**src/rtl/rr_bus_arbiter.sv**
```systemverilog
// Round-robin / fixed-priority bus arbiter for the i2d intercon masters.
// Registered one-hot grant with ownership hold and hold-time preemption.
`ifndef INTERCON_MASTER_NUM
`define INTERCON_MASTER_NUM 4
`endif

module rr_bus_arbiter #(
    parameter int NUM_MASTERS = `INTERCON_MASTER_NUM,
    parameter int IDX_W       = $clog2(NUM_MASTERS),
    parameter int RR_MODE     = 1,
    parameter int MAX_HOLD    = 16,
    parameter int HOLD_W      = 8
) (
    input  logic                   clk,
    input  logic                   rst,
    input  logic [NUM_MASTERS-1:0] request,
    input  logic [NUM_MASTERS-1:0] lock,
    output logic [NUM_MASTERS-1:0] grant,
    output logic [IDX_W-1:0]       grant_idx,
    output logic                   grant_valid,
    output logic                   preempt
);

    typedef enum logic {
        IDLE,
        OWNED
    } state_t;

    localparam logic [HOLD_W-1:0]      HOLD_LIMIT = (MAX_HOLD > 0) ? HOLD_W'(MAX_HOLD - 1) : '0;
    localparam logic [NUM_MASTERS-1:0] ONE_HOT_0  = NUM_MASTERS'(1);

    state_t                 state, state_nx;
    logic [IDX_W-1:0]       pointer, pointer_nx;
    logic [IDX_W-1:0]       grant_idx_nx;
    logic [NUM_MASTERS-1:0] grant_nx;
    logic [HOLD_W-1:0]      hold_cnt, hold_cnt_nx;
    logic                   preempt_nx;

    logic [NUM_MASTERS-1:0] search_mask;
    logic                   cand_found;
    logic [IDX_W-1:0]       cand;
    logic                   owner_req;
    logic                   owner_lock;
    logic                   force_handover;

    // The owner never competes against itself: it is masked out of the search,
    // which also makes it the last in line under round-robin rotation.
    assign search_mask    = request & ~grant;
    assign owner_req      = |(request & grant);
    assign owner_lock     = |(lock & grant);
    assign force_handover = (MAX_HOLD != 0) && (hold_cnt >= HOLD_LIMIT) &&
                            !owner_lock && (|search_mask);
    assign grant_valid    = |grant;

    always_comb begin
        cand_found = 1'b0;
        cand       = '0;
        if (RR_MODE != 0) begin
            for (int k = 1; k <= NUM_MASTERS; k++) begin
                if (!cand_found && search_mask[(int'(pointer) + k) % NUM_MASTERS]) begin
                    cand_found = 1'b1;
                    cand       = IDX_W'((int'(pointer) + k) % NUM_MASTERS);
                end
            end
        end else begin
            for (int k = NUM_MASTERS - 1; k >= 0; k--) begin
                if (search_mask[k]) begin
                    cand_found = 1'b1;
                    cand       = IDX_W'(k);
                end
            end
        end
    end

    always_comb begin
        state_nx     = state;
        grant_nx     = grant;
        grant_idx_nx = grant_idx;
        pointer_nx   = pointer;
        hold_cnt_nx  = hold_cnt;
        preempt_nx   = 1'b0;
        case (state)
            IDLE: begin
                if (cand_found) begin
                    state_nx     = OWNED;
                    grant_nx     = ONE_HOT_0 << cand;
                    grant_idx_nx = cand;
                    pointer_nx   = cand;
                    hold_cnt_nx  = '0;
                end
            end
            OWNED: begin
                // Release wins over preemption, so preempt only pulses on a forced move.
                if (!owner_req || force_handover) begin
                    hold_cnt_nx = '0;
                    if (cand_found) begin
                        grant_nx     = ONE_HOT_0 << cand;
                        grant_idx_nx = cand;
                        pointer_nx   = cand;
                        preempt_nx   = owner_req;
                    end else begin
                        state_nx = IDLE;
                        grant_nx = '0;
                    end
                end else if (hold_cnt != '1) begin
                    hold_cnt_nx = hold_cnt + 1'b1;
                end
            end
            default: begin
                state_nx = IDLE;
                grant_nx = '0;
            end
        endcase
    end

    always_ff @(posedge clk or negedge rst) begin
        if (!rst) begin
            state     <= IDLE;
            grant     <= '0;
            grant_idx <= '0;
            pointer   <= IDX_W'(NUM_MASTERS - 1);
            hold_cnt  <= '0;
            preempt   <= 1'b0;
        end else begin
            state     <= state_nx;
            grant     <= grant_nx;
            grant_idx <= grant_idx_nx;
            pointer   <= pointer_nx;
            hold_cnt  <= hold_cnt_nx;
            preempt   <= preempt_nx;
        end
    end

endmodule

```
**config.mk**
```make
export PLATFORM = sky130hd
export DESIGN_NAME = rr_bus_arbiter
export DESIGN_NICKNAME = d
export VERILOG_FILES = /design/src/rtl/rr_bus_arbiter.sv
export SDC_FILE = /design/constraint.sdc
export NUM_CORES = 1
export LEC_CHECK = 0
export ABC_CLOCK_PERIOD_IN_PS = 2000
export CAP_MARGIN = 20
export CORE_ASPECT_RATIO = 0.7
export CORE_UTILIZATION = 50
export DETAILED_ROUTE_END_ITERATION = 8
export GPL_TIMING_DRIVEN = 0
export PLACE_DENSITY = 0.88
export SKIP_CTS_REPAIR_TIMING = 1
export SYNTH_ARGS = -nofsm -noshare
export SYNTH_HDL_FRONTEND = slang
export SYNTH_SLANG_ARGS = --single-unit
```
**constraint.sdc**
```tcl
create_clock -name clk -period 2 [get_ports clk]
set_input_delay 0.4 -clock clk [delete_from_list [all_inputs] [get_ports clk]]
set_output_delay 0.4 -clock clk [all_outputs]
set_load 0.05 [all_outputs]
```
Yosys cells after proc, flatten, opt, wreduce, memory -nomap -nowiden. Cells that the tools add are included. Widths: inputs -> output; s select.

Input port bits: 10. Register bits: 18. Word-level logic and storage cells: 91. Output and inout bits: 8.

Reduce and logical (&&, ||, !) cells: 21. Shift-type cells: 1. $lt $le $gt $ge: 5. Eq/ne operators: 4. Multiplexer cells: 40. Bitwise operators: 9. $add $sub $neg: 5.

Operators with widths (count): $mux 8 (3); $mux 1 (17); $lt 3x4->1 const B (4); $mux 2 (8); $pmux 8 s2 (1); $reduce_or 4->1 (4); $and 4x4->4 (3); $mux 4 (3); $add 8x1->8 const B (1); $bmux 1 s2 (4); $ge 8x4->1 const B (1); $ne 8x8->1 const B (1); $pmux 2 s2 (2); $pmux 4 s2 (1); $reduce_or 2->1 (4); $logic_and 1x1->1 (5); $logic_not 1->1 (5); $add 2x1->2 const B (2); $add 2x2->2 const B (2); $and 1x1->1 const A (4); $not 4->4 (1); $reduce_and 2->1 (2); $shl 1x2->4 const A (1); $ne 3x1->1 const B (1); 5 further kinds (5).

Logic depth before layout (Yosys ltp).
Word-level depth: 20. Gate-level depth with buffers: 7. Mapped depth without buffers: 6.

Least setup slack after synthesis. OpenSTA, ideal clock, no wires.

Path type: reg2reg. Start: register grant[2]. End: register hold_cnt[2]. Path slack: -176 ps. Buffers on the path: 1. Period minus slack after synthesis: 2176 ps. Data required time: 1936 ps. Arrival time: 2112 ps. Setup time: 64 ps. Cell stages (with the launch flop): 7. Path through: dfrtp_1 -> nor2b_2 -> or4_1 -> buf_2 -> a311oi_4 -> or2_4 -> o221a_4.

Longest elaborated chain between the ends: 17. Elaborated cells on any way between the ends: 39. Classes of those cells: eq/ne (2); mux (18); bitwise (4); reduce/logical (15).

Ends and longest elaborated chain: start: declaration (line 18) `output logic [NUM_MASTERS-1:0] grant,`; start signal: assignment (line 126) `grant <= grant_nx;`; $not 4->4 (line 48) `assign search_mask = request & ~grant;`; $and 4x4->4 (line 48); $bmux 1 s2 (line 60) `if (!cand_found && search_mask[(int'(pointer) + k) % NUM_MASTERS]) begin`; $mux 1 (implied by the code) (2 in a row) (line 60); $mux 1 (line 60); $logic_not 1->1 (line 60); $logic_and 1x1->1 (line 60); $mux 1 (line 60); $logic_not 1->1 (line 60); $logic_and 1x1->1 (line 60); $mux 1 (line 60); $logic_not 1->1 (line 60); $logic_and 1x1->1 (line 60); $mux 1 (line 60); $ne 2x2->1 (no source line); $reduce_and 2->1 (no source line); end signal: assignment (line 129) `hold_cnt <= hold_cnt_nx;`; end: declaration (line 36) `logic [HOLD_W-1:0] hold_cnt, hold_cnt_nx;`.

Several ways; a longest one is shown, not always the timed one. The select of a mux whose other input is x is not followed. A chain may end at the register's enable or synchronous reset.

Final worst setup path.
Start: register grant[2]. End: register hold_cnt[0].

Same word-level chain as after synthesis.

==> flow_summary_export.csv <==
group,metric,value,unit
timing,max_freq,0.486,GHz
timing,period_needed,2.06,ns
worst_setup_path,crit_type,"flop to flop",
logic_synthesis,syn_area,1060,um2
clock_tree,htreeDepth,1,
final_layout,layout.cells.non_filler,157,
pwr,p_clk_share,12.0,%
route,ant_nets,0,
global_route,grt_max_degree,19,
timing,setup_viol,6,
final_layout,fillCellCount,109,
pwr,total_leakage_power,0.702,nW
timing,slew_headroom,46.9,%
clock_tree,clkLatencyLatePin,0.29,ns
global_route,busiest_layer,"met2",
timing,finalMaxSlewViolations,0,
floorplan,io_pins,18,
hold_path,hold_class,"flop to flop",
route,vias_per_cell,6.45,
status,violations,"setup timing",
timing,worst_pin_slew,0.795,ns
timing,holdWs,0.503,ns
pwr,p_sw_share,45.8,%
worst_setup_path,worst_setup_path_start_kind,"flop",
worst_setup_path,endpoint_kind,"flop",
route,wirelength,2.74,mm
timing,worst_clock_skew,0.00107,ns
timing,rsz0062_at_grt,"yes",
logic_synthesis,synth_ff_type,"dfrtp_1",
global_route,gr-usage-met1,30.2,%
pwr,max-vdd-ir-drop,0.000987,V
route,vias,1012,
placement,gp_congestion,0.909,
final_layout,antenna_cells,0,
worst_setup_path,path_max_fanout,6,
timing,hold_viol,0,
logic_synthesis,yosys.area.top_type_share,37.6,%
placement,dp_hpwl,1.82,mm
clock_tree,clock_sinks,18,
logic_synthesis,ys_seq_area_share,42.5,%
clock_tree,clk_pin_slew,0.10,ns
global_route,grt_pass1_wl,3.80,mm
route,wl_per_cell,17.4,um
timing,finalWorstSetupSlack,-0.0572,ns
pwr,p_total,0.00187,W
status,outcome,"finished, violations left",
pwr,p_switching,0.000856,W
final_layout,drive_gt1_share,36.3,%
final_layout,multi_input_area,679,um2
floorplan,die-area,2320,um2
logic_synthesis,synth_area_leaders,"dfrtp_1 38%, dfstp_2 4.9%, nand3_1 3.8%",
global_route,grt_use_met2,39.7,%
pwr,powerDensity,1260,nW/um2
clock_tree,numCtsBuffers,3,
clock_tree,root_buffer,"clkbuf_4",
placement,dp_slack,-0.505,ns
route,drc,0,
route,drt-initial-drc-count,51,
global_route,antenna_found_initial,0,
floorplan,core.rowCount,13,
floorplan,die_width,57.2,um
logic_synthesis,yosysWarnings,0,
logic_synthesis,synth_cell_type_count,42,
global_route,grt_use_met3,6.62,%
job,drv_cap,0,
final_layout,finalNetCount,147,
global_route,grt_pass1_vias,856,
logic_synthesis,postSynth.asyncResetShare,100,%
placement,dp.cells,146,
final_layout,area_delta_synth_final,39.0,%
global_route,grt_usage,22.8,%
pwr,p_int,0.00101,W
floorplan,fp.coreArea,1940,um2
logic_synthesis,synth-edff-count,0,
logic_synthesis,ys_ff_latch,18,
logic_synthesis,syn-num-nets,118,
logic_synthesis,synth.avg_cell_area,9.95,um2
worst_setup_path,cp.required,2.20,ns
global_route,grt-ovfl-total,0,
clock_tree,cts_tree,"done",
floorplan,start_util,55.0,%
route,drtPass1Iterations,4,
placement,port_buffers,17,
worst_setup_path,arrival,2.25,ns
logic_synthesis,synthCells,107,
logic_synthesis,yosys.area.top_type,"dfrtp_1",
timing,finalCritPeriodShare,103,%
floorplan,die_h,40.6,um
pwr,power_frac_comb,56.0,%
pwr,pwr-share-seq,32.1,%
final_layout,seq_area,458,um2
clock_tree,clockBufferDepth,2,
-- stage by stage --
step | instance area, um2 | setup TNS [ns] | util [%]
after floorplan | 1080 | -0.0183 | -
after global placement | 1280 | -5.45 | 66.0
after detailed placement | 1280 | -5.87 | 66.0
after CTS | 1310 | -2.35 | 67.9
after global routing | 1480 | -0.580 | 76.5
final | 1480 | -0.248 | 76.5
-- sequential cells by signal, indices dropped and copies added (netlist names) --
register / cells
pointer: 2
grant: 4
hold_cnt: 8
grant_idx: 2
preempt: 1
state: 1
-- worst max-delay path, cell delays in order, from the launching register on --
cell,delay (ns)
dfrtp_2,0.44
nor2b_4,0.06
or4_4,0.54
buf_6,0.16
a311oi_4,0.39
buf_4,0.19
nor4_2,0.03
a21o_1,0.15
-- final cells by class --
| cell class | instances | area share (%) |
|---|---|---|
| multi-input cells | 84 | 45.9 |
| flip-flops and latches | 18 | 30.9 |
| plain buffers | 2 | 1.52 |
| clock buffers | 4 | 2.45 |
| well taps | 22 | 1.86 |
| repair buffers | 24 | 16.6 |
| inverters | 3 | 0.761 |
-- layer usage --
metal | vias up | routed length (um)
li1 | 469 | -
met1 | 503 | 1290
met2 | 34 | 1300
met3 | 6 | 118
met4 | 0 | 32
met5 | - | 0
-- synth_stat cells, types with 4 or more instances --
cell type / instances
nand3_1: 8
nor2b_2: 4
a22o_1: 4
a21o_1: 4
nand2_1: 9
nor2_1: 6
dfrtp_1: 16
-- power by group through the flow --
stage | Combinational, W | Clock [W] | Sequential, W
floorplan | 0.000516 | 0 | 0.000731
global placement | 0.000898 | 0 | 0.000585
detailed placement | 0.000934 | 0 | 0.000594
CTS | 0.000938 | 0.000231 | 0.000585
global route | 0.00112 | 0.000246 | 0.000610
finish | 0.00105 | 0.000223 | 0.000599
-- cells in the final DEF, fill, tap and decap left out, drive strengths merged, types with 2 or more instances in the layout --
master,synthesis,routed
a21o,4,4
a21oi,3,3
a22o,5,5
and3,2,2
buf,2,10
clkbuf,0,4
clkdlybuf4s50,0,9
dfrtp,16,16
dfstp,2,2
dlymetal6s2s,0,7
inv,3,3
nand2,9,9
nand3,8,8
nor2,7,7
nor2b,5,5
nor3,3,3
nor4,3,3
o21a,2,2
o21ai,5,5
o221ai,2,2
o2bb2ai,2,2
o31ai,3,3
or2,3,3
or2b,2,2
or4,4,4
-- path summary, 6_finish.rpt --
| check | start | endpoint | slack [ns] | depth (start not counted) |
|---|---|---|---|---|
| setup / recovery | grant[2] | hold_cnt[0] | -0.06 | 7 |
| hold / removal | grant_idx[1] | grant_idx[1] | 0.50 | 1 |
| setup reg to reg | grant[2] | hold_cnt[0] | -0.06 | 7 |
| hold reg to reg | grant_idx[1] | grant_idx[1] | 0.50 | 1 |
| max in group asynchronous | rst | grant[2] | 0.90 | 1 |
| min in group asynchronous | rst | hold_cnt[6] | 0.56 | 1 |
-- cells by family (layout without fill, tap and decap cells) --
| kind of cell | after synthesis | in the layout | share of synthesized area, % |
|---|---|---|---|
| buffers and inverters | 5 | 33 | 2.23 |
| AO/OA/AOI/OAI | 35 | 35 | 28.1 |
| multiplexers | 1 | 1 | 0.940 |
| adder cells (fa/ha/maj) | 1 | 1 | 1.17 |
| flip-flops | 18 | 18 | 42.5 |
| AND/OR/NAND/NOR | 47 | 47 | 25.0 |
Note: power is estimated with default switching activity, not from simulation.
